File: src/rtl/rf_write_arbiter_pkg.sv
// Shared types and constants for the register-file write path.
// Imported by the write arbiter, its round-robin sub-block and its bus interface.
package rf_ctrl_pkg;

    localparam int RF_WIDTH    = 32;
    localparam int RF_NUM_REGS = 32;
    localparam int RF_ADDR_W   = $clog2(RF_NUM_REGS);
    localparam int NUM_WB_REQ  = 2;

    typedef logic [4:0]          rf_addr_t;
    typedef logic [RF_WIDTH-1:0] rf_data_t;

    // Writeback requester identities; the value doubles as the request bit index.
    typedef enum logic {
        REQ_EXE = 1'b0,
        REQ_LD  = 1'b1
    } req_id_t;

endpackage

File: src/rtl/rf_write_arbiter_if.sv
// Bundle of writeback requests, register-file write port and issue-stage hazard signals.
// The master side is the pipeline; the slave side is the write arbiter.
interface rf_write_arbiter_if #(
    parameter int WIDTH  = rf_ctrl_pkg::RF_WIDTH,
    parameter int ADDR_W = rf_ctrl_pkg::RF_ADDR_W
);

    logic [rf_ctrl_pkg::NUM_WB_REQ-1:0] req_valid;
    logic [rf_ctrl_pkg::NUM_WB_REQ-1:0] req_ready;
    logic [ADDR_W-1:0]                  req_addr0;
    logic [ADDR_W-1:0]                  req_addr1;
    logic [WIDTH-1:0]                   req_data0;
    logic [WIDTH-1:0]                   req_data1;

    logic                               rf_en;
    logic [ADDR_W-1:0]                  write_addr;
    logic [WIDTH-1:0]                   write_data;

    logic                               issue_valid;
    logic [ADDR_W-1:0]                  issue_rd;
    logic [ADDR_W-1:0]                  rs_a;
    logic [ADDR_W-1:0]                  rs_b;
    logic                               stall;

    modport master (
        output req_valid, req_addr0, req_addr1, req_data0, req_data1,
        output issue_valid, issue_rd, rs_a, rs_b,
        input  req_ready, rf_en, write_addr, write_data, stall
    );

    modport slave (
        input  req_valid, req_addr0, req_addr1, req_data0, req_data1,
        input  issue_valid, issue_rd, rs_a, rs_b,
        output req_ready, rf_en, write_addr, write_data, stall
    );

endinterface

File: src/rtl/rf_write_arbiter_rr_arbiter.sv
// Two-way round-robin grant for the register-file write port.
// Grant is combinational from the valid bits; only the tie-break pointer is stored.
module rf_rr_arbiter
    import rf_ctrl_pkg::*;
(
    input  logic                  clk,
    input  logic                  rst_n,
    input  logic [NUM_WB_REQ-1:0] req_valid,
    output logic [NUM_WB_REQ-1:0] grant
);

    // rr_ptr names the requester that wins the next tie, so reset favours req0.
    req_id_t rr_ptr;

    always_comb begin
        grant = '0;
        if (rst_n) begin
            case (req_valid)
                2'b01:   grant = 2'b01;
                2'b10:   grant = 2'b10;
                2'b11:   grant = (rr_ptr == REQ_EXE) ? 2'b01 : 2'b10;
                default: grant = '0;
            endcase
        end
    end

    always_ff @(posedge clk or negedge rst_n) begin
        if (!rst_n) begin
            rr_ptr <= REQ_EXE;
        end else if (grant[REQ_EXE]) begin
            rr_ptr <= REQ_LD;
        end else if (grant[REQ_LD]) begin
            rr_ptr <= REQ_EXE;
        end
    end

endmodule

File: src/rtl/rf_write_arbiter.sv
// Owns the register-file write port: arbitrates two writeback sources, registers the
// write, and tracks in-flight destinations to raise RAW/WAW stalls at issue.
module rf_write_arbiter
    import rf_ctrl_pkg::*;
#(
    parameter int WIDTH    = RF_WIDTH,
    parameter int NUM_REGS = RF_NUM_REGS
) (
    input  logic             clk,
    input  logic             rst_n,
    rf_write_arbiter_if.slave bus
);

    localparam int ADDR_W = $clog2(NUM_REGS);

    logic [NUM_WB_REQ-1:0] grant;
    logic                  transfer;
    logic                  write_hit;
    logic [ADDR_W-1:0]     sel_addr;
    logic [WIDTH-1:0]      sel_data;

    logic                  rf_en_q;
    logic [ADDR_W-1:0]     write_addr_q;
    logic [WIDTH-1:0]      write_data_q;

    logic [NUM_REGS-1:0]   busy_q;
    logic [NUM_REGS-1:0]   busy_next;
    logic                  stall_c;
    logic                  busy_set;

    rf_rr_arbiter u_rr_arbiter (
        .clk       (clk),
        .rst_n     (rst_n),
        .req_valid (bus.req_valid),
        .grant     (grant)
    );

    assign bus.req_ready = grant;
    assign transfer      = |grant;

    always_comb begin
        sel_addr = bus.req_addr0;
        sel_data = bus.req_data0;
        if (grant[REQ_LD]) begin
            sel_addr = bus.req_addr1;
            sel_data = bus.req_data1;
        end
    end

    // Writes to x0 are still handshaken so the requester can retire, but never reach the RF.
    assign write_hit = transfer && (sel_addr != '0);

    always_ff @(posedge clk or negedge rst_n) begin
        if (!rst_n) begin
            rf_en_q      <= 1'b0;
            write_addr_q <= '0;
            write_data_q <= '0;
        end else begin
            rf_en_q <= write_hit;
            if (write_hit) begin
                write_addr_q <= sel_addr;
                write_data_q <= sel_data;
            end
        end
    end

    assign bus.rf_en      = rf_en_q;
    assign bus.write_addr = write_addr_q;
    assign bus.write_data = write_data_q;

    // No bypass: a destination stays busy until the edge on which the RF commits it.
    assign stall_c  = bus.issue_valid &&
                      (busy_q[bus.rs_a] || busy_q[bus.rs_b] || busy_q[bus.issue_rd]);
    assign bus.stall = stall_c;
    assign busy_set = bus.issue_valid && !stall_c && (bus.issue_rd != '0);

    // Clear is applied before set so a new producer wins over a retiring one.
    always_comb begin
        busy_next = busy_q;
        if (rf_en_q) begin
            busy_next[write_addr_q] = 1'b0;
        end
        if (busy_set) begin
            busy_next[bus.issue_rd] = 1'b1;
        end
        busy_next[0] = 1'b0;
    end

    always_ff @(posedge clk or negedge rst_n) begin
        if (!rst_n) begin
            busy_q <= '0;
        end else begin
            busy_q <= busy_next;
        end
    end

endmodule

File: src/flat_wrapper.sv
// flat-port wrapper written by rule: the top's interface ports become plain ports
module rf_write_arbiter_flat import rf_ctrl_pkg::*;
#(
    parameter int WIDTH    = RF_WIDTH,
    parameter int NUM_REGS = RF_NUM_REGS
)
  (clk, rst_n, bus_req_valid, bus_req_addr0, bus_req_addr1, bus_req_data0, bus_req_data1, bus_issue_valid, bus_issue_rd, bus_rs_a, bus_rs_b, bus_req_ready, bus_rf_en, bus_write_addr, bus_write_data, bus_stall);
  rf_write_arbiter_if #(.WIDTH(WIDTH), .ADDR_W(5)) bus_i ();
  input  logic clk;
  input  logic rst_n;
  input wire logic [$bits(bus_i.req_valid)-1:0] bus_req_valid;
  input wire logic [$bits(bus_i.req_addr0)-1:0] bus_req_addr0;
  input wire logic [$bits(bus_i.req_addr1)-1:0] bus_req_addr1;
  input wire logic [$bits(bus_i.req_data0)-1:0] bus_req_data0;
  input wire logic [$bits(bus_i.req_data1)-1:0] bus_req_data1;
  input wire logic [$bits(bus_i.issue_valid)-1:0] bus_issue_valid;
  input wire logic [$bits(bus_i.issue_rd)-1:0] bus_issue_rd;
  input wire logic [$bits(bus_i.rs_a)-1:0] bus_rs_a;
  input wire logic [$bits(bus_i.rs_b)-1:0] bus_rs_b;
  output wire logic [$bits(bus_i.req_ready)-1:0] bus_req_ready;
  output wire logic [$bits(bus_i.rf_en)-1:0] bus_rf_en;
  output wire logic [$bits(bus_i.write_addr)-1:0] bus_write_addr;
  output wire logic [$bits(bus_i.write_data)-1:0] bus_write_data;
  output wire logic [$bits(bus_i.stall)-1:0] bus_stall;
  assign bus_i.req_valid = bus_req_valid;
  assign bus_i.req_addr0 = bus_req_addr0;
  assign bus_i.req_addr1 = bus_req_addr1;
  assign bus_i.req_data0 = bus_req_data0;
  assign bus_i.req_data1 = bus_req_data1;
  assign bus_i.issue_valid = bus_issue_valid;
  assign bus_i.issue_rd = bus_issue_rd;
  assign bus_i.rs_a = bus_rs_a;
  assign bus_i.rs_b = bus_rs_b;
  assign bus_req_ready = bus_i.req_ready;
  assign bus_rf_en = bus_i.rf_en;
  assign bus_write_addr = bus_i.write_addr;
  assign bus_write_data = bus_i.write_data;
  assign bus_stall = bus_i.stall;
  rf_write_arbiter #(.WIDTH(WIDTH), .NUM_REGS(NUM_REGS)) u_core (.clk(clk), .rst_n(rst_n), .bus(bus_i));
endmodule
File: config.mk
export PLATFORM = sky130hd
export DESIGN_NAME = rf_write_arbiter_flat
export DESIGN_NICKNAME = d
export VERILOG_FILES = /design/src/rtl/rf_write_arbiter_pkg.sv /design/src/rtl/rf_write_arbiter_if.sv /design/src/rtl/rf_write_arbiter_rr_arbiter.sv /design/src/rtl/rf_write_arbiter.sv /design/src/flat_wrapper.sv
export SDC_FILE = /design/constraint.sdc
export NUM_CORES = 1
export LEC_CHECK = 0
export ABC_AREA = 0
export CORE_ASPECT_RATIO = 0.6
export CORE_MARGIN = 3
export CORE_UTILIZATION = 41
export DETAILED_ROUTE_END_ITERATION = 10
export MAX_ROUTING_LAYER = met4
export PLACE_DENSITY = 0.83
export SETUP_SLACK_MARGIN = 0.1
export SYNTH_ARGS = -nofsm -noshare
export SYNTH_HDL_FRONTEND = slang
export SYNTH_SLANG_ARGS = --single-unit
export TNS_END_PERCENT = 50
File: constraint.sdc
create_clock -name clk -period 2 [get_ports clk]
set_input_delay 0.2 -clock clk [delete_from_list [all_inputs] [get_ports clk]]
set_output_delay 0.2 -clock clk [all_outputs]
set_load 0.005 [all_outputs]
==> results of run 1 <==
## area by class of cell
class	count	area, sq um	share of cell area
clock inverter	3	42.5	0.00668
clock buffer	13	260	0.0408
timing repair buffer	196	1890	0.297
inverter	6	22.5	0.00353
tap	126	158	0.0247
multi-input combinational	331	2240	0.352
sequential	70	1750	0.275
## state kept, by name, indices dropped and copies added, names as in the netlist
name / count
u_core.busy_q: 31
u_core.bus.rf_en: 1
u_core.bus.write_data: 32
u_core.bus.write_addr: 5
u_core.u_rr_arbiter.rr_ptr: 1
## per-layer routing
| metal | routed length, microns | share of wire | vias up |
|---|---|---|---|
| met1 | 6510 | 0.45 | 2101 |
| met4 | 201 | 0.014 | 0 |
| met3 | 1250 | 0.086 | 23 |
| met5 | 0 | 0 | - |
| met2 | 6560 | 0.45 | 195 |
| li1 | - | - | 1945 |
## worst max-delay path: stages (launching register included)
cell,delay (ns)
dfrtp_1,0.44
mux4_2,0.48
o211a_1,0.27
a2111oi_4,0.36
buf_4,0.18
buf_8,0.12
nand4_4,0.10
buf_12,0.18
o21ai_4,0.12
## final timing paths
kind                       slack, ns                      start                        end  cells after the start
min in group asynchronous       0.51                      rst_n  u_core.bus.write_data[19]                      3
max reg2reg                    -0.33          u_core.busy_q[24]          u_core.busy_q[13]                      8
min                             0.43          bus_req_data1[21]  u_core.bus.write_data[21]                      3
max                            -0.33          u_core.busy_q[24]          u_core.busy_q[13]                      8
max in group asynchronous       1.06                      rst_n           u_core.busy_q[5]                      3
min reg2reg                     0.54  u_core.bus.write_data[15]  u_core.bus.write_data[15]                      2
## layout by cell type (no fill, tap or decap), drive strengths merged, types with 2 or more instances in the layout
| cell | n |
|---|---|
| mux4 | 10 |
| a21boi | 2 |
| o22ai | 9 |
| or4 | 2 |
| nor2b | 6 |
| buf | 62 |
| or3b | 5 |
| nand2 | 78 |
| nand2b | 2 |
| clkbuf | 13 |
| nand3b | 8 |
| inv | 6 |
| nor4 | 2 |
| a31oi | 39 |
| o21ai | 66 |
| nor3 | 3 |
| clkdlybuf4s50 | 123 |
| nor2 | 41 |
| dfrtp | 70 |
| mux2 | 3 |
| dlygate4sd2 | 8 |
| a221oi | 2 |
| nand3 | 9 |
| mux2i | 23 |
| nand4 | 4 |
| or3 | 4 |
## metrics by stage
stage               worst slack, ns  cell area, sq um
finish                       -0.333              6370
CTS                          -0.284              6270
global placement             -0.820              5850
detailed placement           -0.785              5850
floorplan                   0.00408              3950
global route                 -0.397              6370
## what timing repair did
item | 4_1_cts | 5_1_grt
endpoints found under the hold margin | 32 | 0
pin swaps | 6 | 8
gates resized for setup | 40 | 24
hold buffers | 1 | 0
cloned | 1 | 0
setup endpoints to repair | 34 | 34
setup buffers | 1 | 0
## report_power, final
part | internal (W) | switching, W
sequential | 0.00188 | 0.000542
combinational | 0.00141 | 0.00109
clock | 0.00103 | 0.000585
## kinds of logic (layout without fill, tap and decap cells)
logic type | count (synthesis) | after routing | synth area share
AO/OA/AOI/OAI | 126 | 126 | 0.191
buffers and inverters | 31 | 218 | 0.0315
flip-flops | 70 | 70 | 0.446
multiplexers | 36 | 36 | 0.124
AND/OR/NAND/NOR | 169 | 169 | 0.207
==> results.py, run 1 <==
metrics = {
    "placed_design": {
        "globalplace.congestion": 1.01,
        "place_hpwl_microns": 11000,
        "dp_cells": 727,
        "port-buffer-count": 134,
    },
    "grt": {
        "grt_pass1_vias": 4249,
        "track_usage": 0.281,
        "grt_max_degree": 57,
        "grt_use_met3": 0.0753,
        "grt_pass1_wl_microns": 23000,
        "antenna_found_initial": 0,
        "grt_util_met1": 0.384,
        "met2_usage": 0.431,
        "grt-busiest-layer": "met2",
        "grt_overflow": 0,
    },
    "floorplanning": {
        "fp.dieH_microns": 81.8,
        "dieWidth_microns": 132,
        "dieArea_sq_mm": 0.0108,
        "num_io_pins": 135,
        "design.core.area_sq_mm": 0.00891,
        "start_util": 0.441,
        "row_count": 26,
    },
    "route": {
        "wl_microns": 14500,
        "drcViolationCount": 0,
        "post_drt_wl_per_cell_microns": 19.5,
        "drt_first_pass_iters": 5,
        "drtIter0Drc": 316,
        "ant_nets": 0,
        "via_count": 4264,
        "vias_per_cell": 5.72,
    },
    "pwr": {
        "peakVddDrop_v": 0.000696,
        "finalPower_w": 0.00654,
        "power.leakage_nw": 2.59,
        "power_density_mw_per_mm2": 1030,
    },
    "sta": {
        "finalSetupTns_ns": -9.29,
        "final.min_clock_period_ns": 2.33,
        "maxSlewViolCount": 0,
        "clock_skew_ns": 0.0124,
        "max_freq_ghz": 0.429,
        "max_slew_margin": 0.647,
        "hold_ws_ns": 0.432,
        "grt_setup_unrepaired": "true",
        "tightest_slew_ns": 0.530,
        "timing.final.ws_setup_ns": -0.333,
        "setup_viol": 32,
        "hold_violations": 0,
        "fin_crit_sh": 1.17,
    },
    "final_layout": {
        "drive_gt1_frac": 0.223,
        "antenna_cells": 0,
        "layout.nets": 708,
        "fin_cells": 745,
        "post-route-util": 0.715,
        "fill_cells": 661,
        "area_delta_synth_final_pct": 62.1,
    },
    "clocking": {
        "cts_made_buffers": 9,
        "htreeDepth": 3,
        "clkTransAtPathRegs_ns": 0.06,
        "clock_latency_ns": 0.33,
        "clock_sinks": 70,
        "cts_tree": "yes",
        "root_buffer": "clkbuf_16",
        "cts.path.max_buffers": 2,
    },
    "critical_path": {
        "required_ns": 2.25,
        "worstPathArrival_ns": 2.59,
        "critPathKind": "register to register",
        "startpoint_type": "register",
        "crit_path_end_kind": "register",
        "path_max_fanout": 8,
    },
    "synthesis": {
        "synthFlopType": "dfrtp_1",
        "synth_top_area_frac": 0.446,
        "synthCells": 432,
        "synth_top_cells_by_area": "dfrtp_1, nand2_1, a31oi_1",
        "synth_fp_nets": 526,
        "syn_avg_cell_area_sq_um": 9.10,
        "ys_seq_elements": 70,
        "synth-async-reset-ratio": 1.00,
        "synth_top_area_cell": "dfrtp_1",
        "yosys.cell_types.count": 42,
        "syn_area_sq_mm": 0.00393,
        "yosys_warnings": 0,
        "synth.most_common_cell": "nand2_1",
        "ys_seq_area_frac": 0.446,
        "synth_edf_count": 0,
        "ys_top_cells_by_count": "nand2_1, dfrtp_1, o21ai_0",
    },
    "min_path": {
        "hp-class": "primary input to register",
    },
    "job": {
        "max_cap_violations": 0,
    },
    "outcome": {
        "violations": "negative setup slack",
        "outcome": "finished, violations left",
    },
}
(Power assumes the default switching activity.)
==> run 2, diff against run 1 <==
--- a/config.mk
+++ b/config.mk
@@ -6,6 +6,7 @@
 export NUM_CORES = 1
 export LEC_CHECK = 0
 export ABC_AREA = 0
+export CAP_MARGIN = 20
 export CORE_ASPECT_RATIO = 0.6
 export CORE_MARGIN = 3
 export CORE_UTILIZATION = 41
==> results of run 2 <==
The final DEF is identical to that of run 1; final timing and power are the same.
==> run 3, diff against run 2 <==
--- a/config.mk
+++ b/config.mk
@@ -13,6 +13,7 @@
 export DETAILED_ROUTE_END_ITERATION = 10
 export MAX_ROUTING_LAYER = met4
 export PLACE_DENSITY = 0.83
+export REMOVE_ABC_BUFFERS = 1
 export SETUP_SLACK_MARGIN = 0.1
 export SYNTH_ARGS = -nofsm -noshare
 export SYNTH_HDL_FRONTEND = slang
==> results.py, run 3 (synthesis gave the netlist of run 1 again) <==
metrics = {
    "outcome": {
        "outcome": "finished, violations left",
        "violations": "negative setup slack",
    },
    "placed_design": {
        "globalplace.congestion": 0.976,
        "dp_cells": 725,
        "place_hpwl_microns": 11000,
        "port-buffer-count": 134,
    },
    "sta": {
        "hold_ws_ns": 0.258,
        "maxSlewViolCount": 0,
        "fin_crit_sh": 1.16,
        "hold_violations": 0,
        "max_freq_ghz": 0.430,
        "setup_viol": 32,
        "tightest_slew_ns": 0.668,
        "clock_skew_ns": 0.00574,
        "grt_setup_unrepaired": "true",
        "max_slew_margin": 0.555,
        "final.min_clock_period_ns": 2.33,
        "timing.final.ws_setup_ns": -0.326,
    },
    "critical_path": {
        "r2r_slack_ns": -0.29,
        "worstPathArrival_ns": 2.13,
        "required_ns": 1.80,
        "crit_path_end_kind": "output pin",
        "worst_r2r_endpoint": "u_core.busy_q[5]",
        "worstRegToRegCells": 9,
        "startpoint": "u_core.busy_q[1]",
        "critPathKind": "register to output pin",
        "critPathCapture": "bus_stall",
        "path_max_fanout": 4,
        "startpoint_type": "register",
        "r2r_start": "u_core.busy_q[1]",
    },
    "clocking": {
        "cts_made_buffers": 9,
        "clock_latency_ns": 0.34,
        "cts.path.max_buffers": 2,
        "htreeDepth": 3,
        "clkTransAtPathRegs_ns": 0.06,
        "clock_sinks": 70,
        "cts_tree": "yes",
        "root_buffer": "clkbuf_16",
    },
    "route": {
        "drcViolationCount": 0,
        "via_count": 4398,
        "ant_nets": 0,
        "post_drt_wl_per_cell_microns": 20.1,
        "wl_microns": 15000,
        "drt_first_pass_iters": 5,
        "drtIter0Drc": 379,
        "vias_per_cell": 5.88,
    },
    "floorplanning": {
        "dieArea_sq_mm": 0.0108,
        "fp.dieH_microns": 81.8,
        "dieWidth_microns": 132,
        "num_io_pins": 135,
        "start_util": 0.441,
        "design.core.area_sq_mm": 0.00891,
        "row_count": 26,
    },
    "final_layout": {
        "area_delta_synth_final_pct": 64.7,
        "antenna_cells": 0,
        "fin_cells": 748,
        "regArea_sq_mm": 0.00175,
        "layout_commonest_cell": "clkdlybuf4s50_1",
        "layout.nets": 711,
        "multi_input_area_sq_mm": 0.00223,
        "drive_gt1_frac": 0.233,
        "largest_reg_flops": 32,
        "most-common-layout-cells": "clkdlybuf4s50_1, nand2_1, dfrtp_1",
        "fill_cells": 652,
    },
    "pwr": {
        "power.leakage_nw": 2.64,
        "peakVddDrop_v": 0.000714,
        "finalPower_w": 0.00693,
        "power_density_mw_per_mm2": 1070,
    },
    "min_path": {
        "hp-class": "primary input to async pin",
    },
    "grt": {
        "antenna_found_initial": 0,
        "track_usage": 0.292,
        "grt_max_degree": 55,
        "grt_pass1_vias": 4363,
        "grt_pass1_wl_microns": 23500,
        "grt_overflow": 0,
    },
    "job": {
        "max_cap_violations": 0,
    },
}
==> run 3: worst max-delay path, cell delays in order, from the launching register on <==
cell	delay [ns]
dfrtp_2	0.44
mux2_2	0.29
a221oi_2	0.29
nor4_1	0.11
a2111oi_4	0.38
a31oi_1	0.14
buf_2	0.14
==> run 3: cell type report <==
cell class                 instances  area share
multi-input combinational        331       0.345
timing repair buffer             199       0.297
clock inverter                     5      0.0199
inverter                           6     0.00348
tap                              126      0.0244
sequential                        70       0.271
clock buffer                      11      0.0390
==> run 3: timing repair <==
item,CTS,global route
endpoints found under the setup margin,34,33
hold endpoints to repair,1,0
cloned,1,0
buffers inserted,4,1
hold buffers,1,0
pin swaps,9,4
gates resized for setup,53,11
==> run 3: worst min-delay path by stage <==
stage	startpoint	slack [ns]	end	cells past startpoint
after global routing	rst_n	0.25	u_core.u_rr_arbiter.rr_ptr	2
after detailed placement	rst_n	0.04	u_core.u_rr_arbiter.rr_ptr	1
after global placement	rst_n	0.04	u_core.u_rr_arbiter.rr_ptr	1
after floorplan	rst_n	-0.1	u_core.bus.rf_en	0
final	rst_n	0.26	u_core.u_rr_arbiter.rr_ptr	2
after CTS	rst_n	0.24	u_core.u_rr_arbiter.rr_ptr	2
==> run 3: metal layers <==
| metal | GRT usage | wire, microns | part of all wire | vias up |
|---|---|---|---|---|
| li1 | - | - | - | 1959 |
| met1 | 0.372 | 6310 | 0.42 | 2163 |
| met2 | 0.467 | 7020 | 0.47 | 242 |
| met3 | 0.0600 | 1320 | 0.088 | 34 |
| met4 | 0.118 | 391 | 0.026 | 0 |
| met5 | - | 0 | 0 | - |
==> run 3: through the flow <==
stage | setup slack, ns | cell area [sq um] | TNS [ns] | utilization
2_1_floorplan | -3.08 | 3830 | -115.71 | -
3_3_place_gp | -0.774 | 5830 | -22.21 | 0.654
3_5_place_dp | -0.784 | 5830 | -25.30 | 0.654
4_1_cts | -0.357 | 6430 | -8.44 | 0.721
5_1_grt | -0.366 | 6470 | -9.37 | 0.726
6_report | -0.326 | 6470 | -8.31 | 0.726
==> run 3: power breakdown <==
group,switching (W),internal [W],leakage [nW]
Combinational,0.00116,0.00143,1.68
Clock,0.000604,0.00141,0.186
Sequential,0.000449,0.00188,0.772
